`config.mk`:
```
export PLATFORM = sky130hd
export DESIGN_NAME = gpu_fill_engine_flat
export DESIGN_NICKNAME = d
export VERILOG_FILES = /design/src/rtl/gpu_fill_engine_if.sv /design/src/rtl/gpu_fill_engine.sv /design/src/flat_wrapper.sv
export SDC_FILE = /design/constraint.sdc
export NUM_CORES = 1
export LEC_CHECK = 0
export ABC_AREA = 0
export CELL_PAD_IN_SITES_DETAIL_PLACEMENT = 1
export CELL_PAD_IN_SITES_GLOBAL_PLACEMENT = 2
export CORE_MARGIN = 2
export CORE_UTILIZATION = 35
export CTS_CLUSTER_SIZE = 14
export DETAILED_ROUTE_END_ITERATION = 16
export PLACE_DENSITY = 0.87
export SYNTH_ARGS = -nofsm -noshare
export SYNTH_HDL_FRONTEND = slang
export SYNTH_SLANG_ARGS = --single-unit
```
`constraint.sdc`:
```
create_clock -name clk -period 5.8 [get_ports clk]
set_clock_uncertainty 0.15 [all_clocks]
set_input_delay 1.16 -clock clk [delete_from_list [all_inputs] [get_ports clk]]
set_output_delay 1.16 -clock clk [all_outputs]
set_load 0.02 [all_outputs]
```
`src/rtl/gpu_fill_engine_if.sv`:
```
// Bus bundle between the fill engine, the GPU register bank (command side)
// and the SDRAM controller write port (burst side).
interface gpu_fill_engine_if;
  // Command side from the register bank
  logic [15:0] x_pos;
  logic [15:0] y_pos;
  logic [23:0] pixel;
  logic [23:0] len;
  logic        enable;
  logic        ping_pong;
  logic        busy;
  logic        done;
  logic        err;

  // Burst side towards the SDRAM controller
  logic        wr_req;
  logic [23:0] wr_addr;
  logic [8:0]  wr_len;
  logic        wr_ack;
  logic        wr_data_req;
  logic [23:0] wr_data;

  // The fill engine drives status and burst requests
  modport master (
    input  x_pos, y_pos, pixel, len, enable, ping_pong,
    output busy, done, err,
    output wr_req, wr_addr, wr_len, wr_data,
    input  wr_ack, wr_data_req
  );

  // Register bank plus SDRAM controller, seen from the other side
  modport slave (
    output x_pos, y_pos, pixel, len, enable, ping_pong,
    input  busy, done, err,
    input  wr_req, wr_addr, wr_len, wr_data,
    output wr_ack, wr_data_req
  );
endinterface

```
`src/rtl/gpu_fill_engine.sv`:
```
// Span-fill engine: turns one fill command (start X/Y, colour, pixel count)
// into page-safe SDRAM write bursts into the selected ping-pong framebuffer.
// Spans running past the end of the framebuffer are clipped and flagged.
module gpu_fill_engine #(
  parameter int          H_RES     = 1024,
  parameter int          V_RES     = 768,
  parameter int          MAX_BURST = 256,
  parameter logic [23:0] PONG_BASE = 24'h100000
) (
  input  logic              clk,
  input  logic              rst,
  gpu_fill_engine_if.master bus
);

  typedef enum logic [2:0] {
    S_IDLE,
    S_SETUP,
    S_REQ,
    S_DATA,
    S_DONE
  } state_t;

  // Framebuffer size in words, kept at 25 bits for the clip compare
  localparam logic [24:0] FB_WORDS   = 25'(H_RES * V_RES);
  localparam logic [23:0] FB_WORDS_W = 24'(H_RES * V_RES);
  localparam logic [23:0] PAGE_WORDS = 24'(MAX_BURST);
  localparam logic [23:0] PAGE_MASK  = 24'(MAX_BURST - 1);
  localparam logic [23:0] H_RES_W    = 24'(H_RES);
  localparam logic [31:0] H_LIMIT    = 32'(H_RES);
  localparam logic [31:0] V_LIMIT    = 32'(V_RES);

  state_t      r_state;
  state_t      w_state_nxt;

  logic        r_armed;
  logic [15:0] r_x;
  logic [15:0] r_y;
  logic [23:0] r_len;
  logic        r_pp;
  logic [23:0] r_color;
  logic [23:0] r_addr;
  logic [23:0] r_rem;
  logic [8:0]  r_cur_len;
  logic [8:0]  r_cnt;
  logic        r_err;

  logic [23:0] w_offset;
  logic [24:0] w_end;
  logic        w_out_of_range;
  logic        w_clip;
  logic [23:0] w_base;
  logic [23:0] w_room;
  logic [8:0]  w_burst;
  logic        w_last_word;
  logic [23:0] w_rem_after;
  logic        w_accept;

  // Linear pixel offset of the span start; wraps at 24 bits like the bus
  assign w_offset       = 24'(r_y) * H_RES_W + 24'(r_x);
  assign w_end          = {1'b0, w_offset} + {1'b0, r_len};
  assign w_out_of_range = ({16'd0, r_x} >= H_LIMIT) || ({16'd0, r_y} >= V_LIMIT);
  assign w_clip         = (w_end > FB_WORDS);
  assign w_base         = r_pp ? PONG_BASE : 24'd0;

  // Words left before the next page boundary, then the burst actually issued
  assign w_room      = PAGE_WORDS - (r_addr & PAGE_MASK);
  assign w_burst     = (r_rem < w_room) ? r_rem[8:0] : w_room[8:0];

  assign w_last_word = bus.wr_data_req && (r_cnt == (r_cur_len - 9'd1));
  assign w_rem_after = r_rem - {15'd0, r_cur_len};
  assign w_accept    = (r_state == S_IDLE) && bus.enable && r_armed;

  // State register
  always_ff @(posedge clk or posedge rst) begin
    // NOTE: sequential state uses non-blocking assignments so every register
    // samples pre-edge values; blocking here would create ordering races.
    if (rst) r_state <= S_IDLE;
    else     r_state <= w_state_nxt;
  end

  // Next-state decode and state-derived outputs
  always_comb begin
    // NOTE: every output of this block gets a default first; a path that
    // leaves one unassigned would infer a latch.
    w_state_nxt = r_state;
    bus.busy    = 1'b0;
    bus.done    = 1'b0;
    bus.wr_req  = 1'b0;
    bus.wr_len  = 9'd0;

    unique case (r_state)
      S_IDLE: begin
        if (w_accept) w_state_nxt = S_SETUP;
      end
      S_SETUP: begin
        bus.busy = 1'b1;
        if (w_out_of_range || (r_len == 24'd0)) w_state_nxt = S_DONE;
        else                                     w_state_nxt = S_REQ;
      end
      S_REQ: begin
        bus.busy   = 1'b1;
        bus.wr_req = 1'b1;
        bus.wr_len = w_burst;
        if (bus.wr_ack) w_state_nxt = S_DATA;
      end
      S_DATA: begin
        bus.busy = 1'b1;
        if (w_last_word) begin
          w_state_nxt = (w_rem_after != 24'd0) ? S_REQ : S_DONE;
        end
      end
      S_DONE: begin
        bus.busy    = 1'b1;
        bus.done    = 1'b1;
        w_state_nxt = S_IDLE;
      end
      default: w_state_nxt = S_IDLE;
    endcase
  end

  // Re-arm on enable low in IDLE so a held enable cannot retrigger
  always_ff @(posedge clk or posedge rst) begin
    if (rst) begin
      r_armed <= 1'b1;
    end else if (r_state == S_IDLE) begin
      if (w_accept)         r_armed <= 1'b0;
      else if (!bus.enable) r_armed <= 1'b1;
    end
  end

  // Command latch on acceptance; colour holds for the whole operation
  always_ff @(posedge clk or posedge rst) begin
    if (rst) begin
      r_x     <= 16'd0;
      r_y     <= 16'd0;
      r_len   <= 24'd0;
      r_pp    <= 1'b0;
      r_color <= 24'd0;
    end else if (w_accept) begin
      r_x     <= bus.x_pos;
      r_y     <= bus.y_pos;
      r_len   <= bus.len;
      r_pp    <= bus.ping_pong;
      r_color <= bus.pixel;
    end
  end

  // Error flag: cleared by a new command, set by range reject or clip
  always_ff @(posedge clk or posedge rst) begin
    if (rst) begin
      r_err <= 1'b0;
    end else if (w_accept) begin
      r_err <= 1'b0;
    end else if (r_state == S_SETUP) begin
      if (w_out_of_range)                 r_err <= 1'b1;
      else if ((r_len != 24'd0) && w_clip) r_err <= 1'b1;
    end
  end

  // Address / remaining-count / per-burst word counter datapath
  always_ff @(posedge clk or posedge rst) begin
    if (rst) begin
      r_addr    <= 24'd0;
      r_rem     <= 24'd0;
      r_cur_len <= 9'd0;
      r_cnt     <= 9'd0;
    end else begin
      unique case (r_state)
        S_SETUP: begin
          r_addr <= w_base + w_offset;
          r_rem  <= w_clip ? (FB_WORDS_W - w_offset) : r_len;
        end
        S_REQ: begin
          if (bus.wr_ack) begin
            r_cur_len <= w_burst;
            r_cnt     <= 9'd0;
          end
        end
        S_DATA: begin
          if (w_last_word) begin
            r_addr <= r_addr + {15'd0, r_cur_len};
            r_rem  <= w_rem_after;
            r_cnt  <= 9'd0;
          end else if (bus.wr_data_req) begin
            r_cnt <= r_cnt + 9'd1;
          end
        end
        default: ;
      endcase
    end
  end

  assign bus.err     = r_err;
  assign bus.wr_addr = r_addr;
  assign bus.wr_data = r_color;

endmodule

```
`src/flat_wrapper.sv`:
```
// flat-port wrapper written by rule: the top's interface ports become plain ports
module gpu_fill_engine_flat 
#(
  parameter int          H_RES     = 1024,
  parameter int          V_RES     = 768,
  parameter int          MAX_BURST = 256,
  parameter logic [23:0] PONG_BASE = 24'h100000
)
  (clk, rst, bus_x_pos, bus_y_pos, bus_pixel, bus_len, bus_enable, bus_ping_pong, bus_busy, bus_done, bus_err, bus_wr_req, bus_wr_addr, bus_wr_len, bus_wr_data, bus_wr_ack, bus_wr_data_req);
  gpu_fill_engine_if bus_i ();
  input  logic clk;
  input  logic rst;
  input wire logic [$bits(bus_i.x_pos)-1:0] bus_x_pos;
  input wire logic [$bits(bus_i.y_pos)-1:0] bus_y_pos;
  input wire logic [$bits(bus_i.pixel)-1:0] bus_pixel;
  input wire logic [$bits(bus_i.len)-1:0] bus_len;
  input wire logic [$bits(bus_i.enable)-1:0] bus_enable;
  input wire logic [$bits(bus_i.ping_pong)-1:0] bus_ping_pong;
  output wire logic [$bits(bus_i.busy)-1:0] bus_busy;
  output wire logic [$bits(bus_i.done)-1:0] bus_done;
  output wire logic [$bits(bus_i.err)-1:0] bus_err;
  output wire logic [$bits(bus_i.wr_req)-1:0] bus_wr_req;
  output wire logic [$bits(bus_i.wr_addr)-1:0] bus_wr_addr;
  output wire logic [$bits(bus_i.wr_len)-1:0] bus_wr_len;
  output wire logic [$bits(bus_i.wr_data)-1:0] bus_wr_data;
  input wire logic [$bits(bus_i.wr_ack)-1:0] bus_wr_ack;
  input wire logic [$bits(bus_i.wr_data_req)-1:0] bus_wr_data_req;
  assign bus_i.x_pos = bus_x_pos;
  assign bus_i.y_pos = bus_y_pos;
  assign bus_i.pixel = bus_pixel;
  assign bus_i.len = bus_len;
  assign bus_i.enable = bus_enable;
  assign bus_i.ping_pong = bus_ping_pong;
  assign bus_busy = bus_i.busy;
  assign bus_done = bus_i.done;
  assign bus_err = bus_i.err;
  assign bus_wr_req = bus_i.wr_req;
  assign bus_wr_addr = bus_i.wr_addr;
  assign bus_wr_len = bus_i.wr_len;
  assign bus_wr_data = bus_i.wr_data;
  assign bus_i.wr_ack = bus_wr_ack;
  assign bus_i.wr_data_req = bus_wr_data_req;
  gpu_fill_engine #(.H_RES(H_RES), .V_RES(V_RES), .MAX_BURST(MAX_BURST), .PONG_BASE(PONG_BASE)) u_core (.clk(clk), .rst(rst), .bus(bus_i));
endmodule
```
==> out/results.ini <==
[setup_path]
crit_fanout = 9
cpMostUsedCell = a21o_1
path_class = reg2out
start_kind = flop
path_cells = inv_1 -> ha_1 -> inv_1 -> ha_1 -> a21o_1 -> a21o_1 -> a21o_1 -> a21o_1 -> a21o_1 -> a2111oi_2 -> or3_4 -> mux2_2 -> nor2_1 -> clkdlybuf4s50_1
r2r-start = u_core.r_y[1]
cp-startpoint = u_core.bus.wr_addr[0]
cp_data_required_time_ns = 4.49
slowest_delay_ns = 0.62
worstSetupEndpointType = output port
slowest_stage = clkdlybuf4s50_1
crit_arrival_ns = 4.24

[pwr]
switching_power_mw = 1.83
netSwitchingFraction_pct = 41.0
p_comb_share_pct = 41.1
power.leakage_nw = 5.93
pwr-share-clk_pct = 26.2
p_per_area_nw_per_um2 = 333
peakVddDrop_uv = 208
seqPwrFrac_pct = 32.7
p_int_mw = 2.64
finalPower_mw = 4.47

[route]
num_vias = 9857
first_pass_iters = 5
wl_met1_um = 16700
ant_nets = 0
vias_per_cell = 5.65
wl_met3_um = 1460
wirelength_um = 36400
wl_met2_um = 17100
drc = 0
dr.max_layer_used = met4
wl_per_cell_um = 20.8
drtIter0Drc = 524

[job]
maxCapViolations = 0

[cells_and_area]
fill_cells = 3494
antennaDiodeCount = 0
seq_area_um2 = 3800
area_growth_pct = 22.5
multi_input_area_um2 = 6700
final_layout_size_suffix_gt1_share_pct = 12.6
nNetsFinal = 1490

[logic_synthesis]
ys_warn_count = 0
synth_edf_count = 0
async_flop_share_pct = 100
postSynthRegisterBits = 152
syn_nets = 1361
synth_flop_cell = dfrtp_1
ys_seq_area_share_pct = 34.7
yosysTopAreaCell = dfrtp_1
post-synth-top-count-cell = dfrtp_1
synth_common_cells = dfrtp_1 (151), nand2_1 (106), a21oi_1 (101), mux2_2 (84), nor2_1 (77)
synth.distinct_cells = 83
syn_area_um2 = 11000
synth_top_area_share_pct = 34.5
syn_area_per_cell_um2 = 9.07
netlist_instances = 1208
yosys-top-cells-area = dfrtp_1 (34%), mux2_2 (8.6%), ha_1 (7.2%), a21oi_1 (4.6%), nand2_1 (3.6%)

[floorplan]
coreArea_um2 = 30700
die-width_um = 181
die_area_um2 = 32700
io_pins = 147
rows = 64
initial_core_util_pct = 35.7
die_h_um = 181

[clock_network]
clkTransAtPathRegs_ns = 0.07
insertion_delay_ns = 0.45
ctsLongestPathBuffers = 2
root_buffer = clkbuf_16
clock-sinks = 152
h-tree-depth = 4
cts_tree = yes
ctsHoldBuffers = 0
cts_setup_buffers = 0
cts_made_buffers = 17

[grt]
grt-ovfl-total = 0
grt_usage_pct = 22.6
grt_max_degree = 82
antenna_found_initial = 0
grt_pass1_wl_um = 59000
grt_pass1_vias = 10600

[run_status]
status = complete, no violations

[sta]
finalCritPeriodShare_pct = 95.7
worst_slew_pin_slew_ns = 1.02
rsz0062_at_grt = false
timing.final.crit_period_ns = 5.55
tns_ns = 0
finalSetupViolCount = 0
clock.fmax_mhz = 180
hold_viol = 0
maxSlewHeadroom_pct = 32.1
final_max_slew_viol_count = 0

[worst_hold_path]
min_from = u_core.r_armed
hold_class = reg2reg

[placement]
dpl.hpwl_um = 27600
place_congestion = 0.903
portBuffers = 146

[path summary, 6_finish.rpt]
kind	slack, ns	cells after the start	end
min	0.32	2	u_core.r_armed
min reg2reg	0.32	2	u_core.r_armed
max in group asynchronous	3.52	3	u_core.r_armed
max	0.25	14	bus_wr_len[3]
min in group asynchronous	1.07	2	u_core.bus.wr_data[15]
max reg2reg	0.39	19	u_core.r_rem[18]
[sequential cells by signal (all words and copies together) (netlist names)]
signal              flops
u_core.r_armed          1
u_core.bus.wr_addr     24
u_core.r_y             16
u_core.r_rem           24
u_core.bus.err          1
u_core.r_len           24
u_core.r_state          3
u_core.r_cnt            9
u_core.r_x             16
u_core.bus.wr_data     24
u_core.r_cur_len        9
u_core.r_pp             1
[final cells by class]
class	count	share of cell area [%]
clock buffers	21	3.43
inverters	58	1.66
well taps	396	3.69
multi-input cells	946	49.9
flip-flops and latches	152	28.4
clock inverters	11	1.03
repair buffers	162	11.9
[worst max-delay path, delay by kind of cell, from the launching register on]
kind / cells / cell delay (ns)
AO/OA/AOI/OAI: 6 / 1.25
adder cells (fa/ha/maj): 2 / 0.58
multiplexers: 1 / 0.37
flip-flops: 1 / 0.45
AND/OR/NAND/NOR: 2 / 0.37
buffers and inverters: 3 / 0.76
[cells in the final DEF (no fill, tap or decap), types with 8 or more instances in the layout]
master	Yosys	routed
o21ai_0	70	70
nor2_1	77	76
clkdlybuf4s50_1	0	145
dfrtp_1	151	151
buf_4	1	15
a21o_1	22	22
nand4_1	15	15
xor2_1	26	26
inv_1	58	57
mux2_2	84	84
nand3_1	29	29
nand2_1	106	106
and3_1	12	11
a211oi_1	11	11
or3_1	14	13
o21a_1	13	13
mux2i_1	26	26
a21oi_1	101	100
clkbuf_16	0	17
o22ai_1	16	16
nor4_1	23	23
xnor2_1	44	44
nor3b_1	8	8
a31oi_1	15	15
o211ai_1	10	10
nor3_1	28	27
ha_1	63	63
nor2b_1	11	11
[stage by stage]
stage / worst slack (ns) / instance area (µm²) / cells / hold WS (ns) / util (%)
after floorplan: 0.399 / 11000 / 1208 / 0.291 / -
after global placement: 0.634 / 12800 / 1714 / 0.305 / 41.8
after detailed placement: 0.438 / 12800 / 1714 / 0.311 / 41.8
after CTS: 0.0179 / 13400 / 1746 / 0.322 / 43.7
after global routing: 0.00295 / 13400 / 1746 / 0.338 / 43.8
final: 0.252 / 13400 / 1746 / 0.322 / 43.8
[logic make-up after synthesis]
kind of cell | count (synthesis) | synth area share, %
compound gates | 331 | 19.4
xor+xnor | 70 | 5.60
fa+ha+maj | 67 | 7.93
buf+inv | 110 | 4.29
flops | 152 | 34.7
mux | 111 | 11.1
simple gates | 367 | 16.9
[repair_timing]
action,4_1_cts,5_1_grt
resized for setup,0,3
endpoints found under the hold margin,0,0
endpoints found under the setup margin,0,9
[per-layer routing]
layer / GRT usage, % / vias up
li1: - / 4680
met3: 4.41 / 66
met4: 8.29 / 0
met2: 37.7 / 208
met1: 29.1 / 4903
met5: 0 / -
[power by group through the flow]
stage	Clock (mW)	Combinational [mW]	Sequential, mW
2_1_floorplan	0	1.18	1.44
3_3_place_gp	0	1.76	1.47
3_5_place_dp	0	1.82	1.47
4_1_cts	1.20	1.84	1.46
5_1_grt	1.24	2.05	1.49
6_report	1.17	1.84	1.46
No activity file was read; power rests on OpenSTA's default activity.
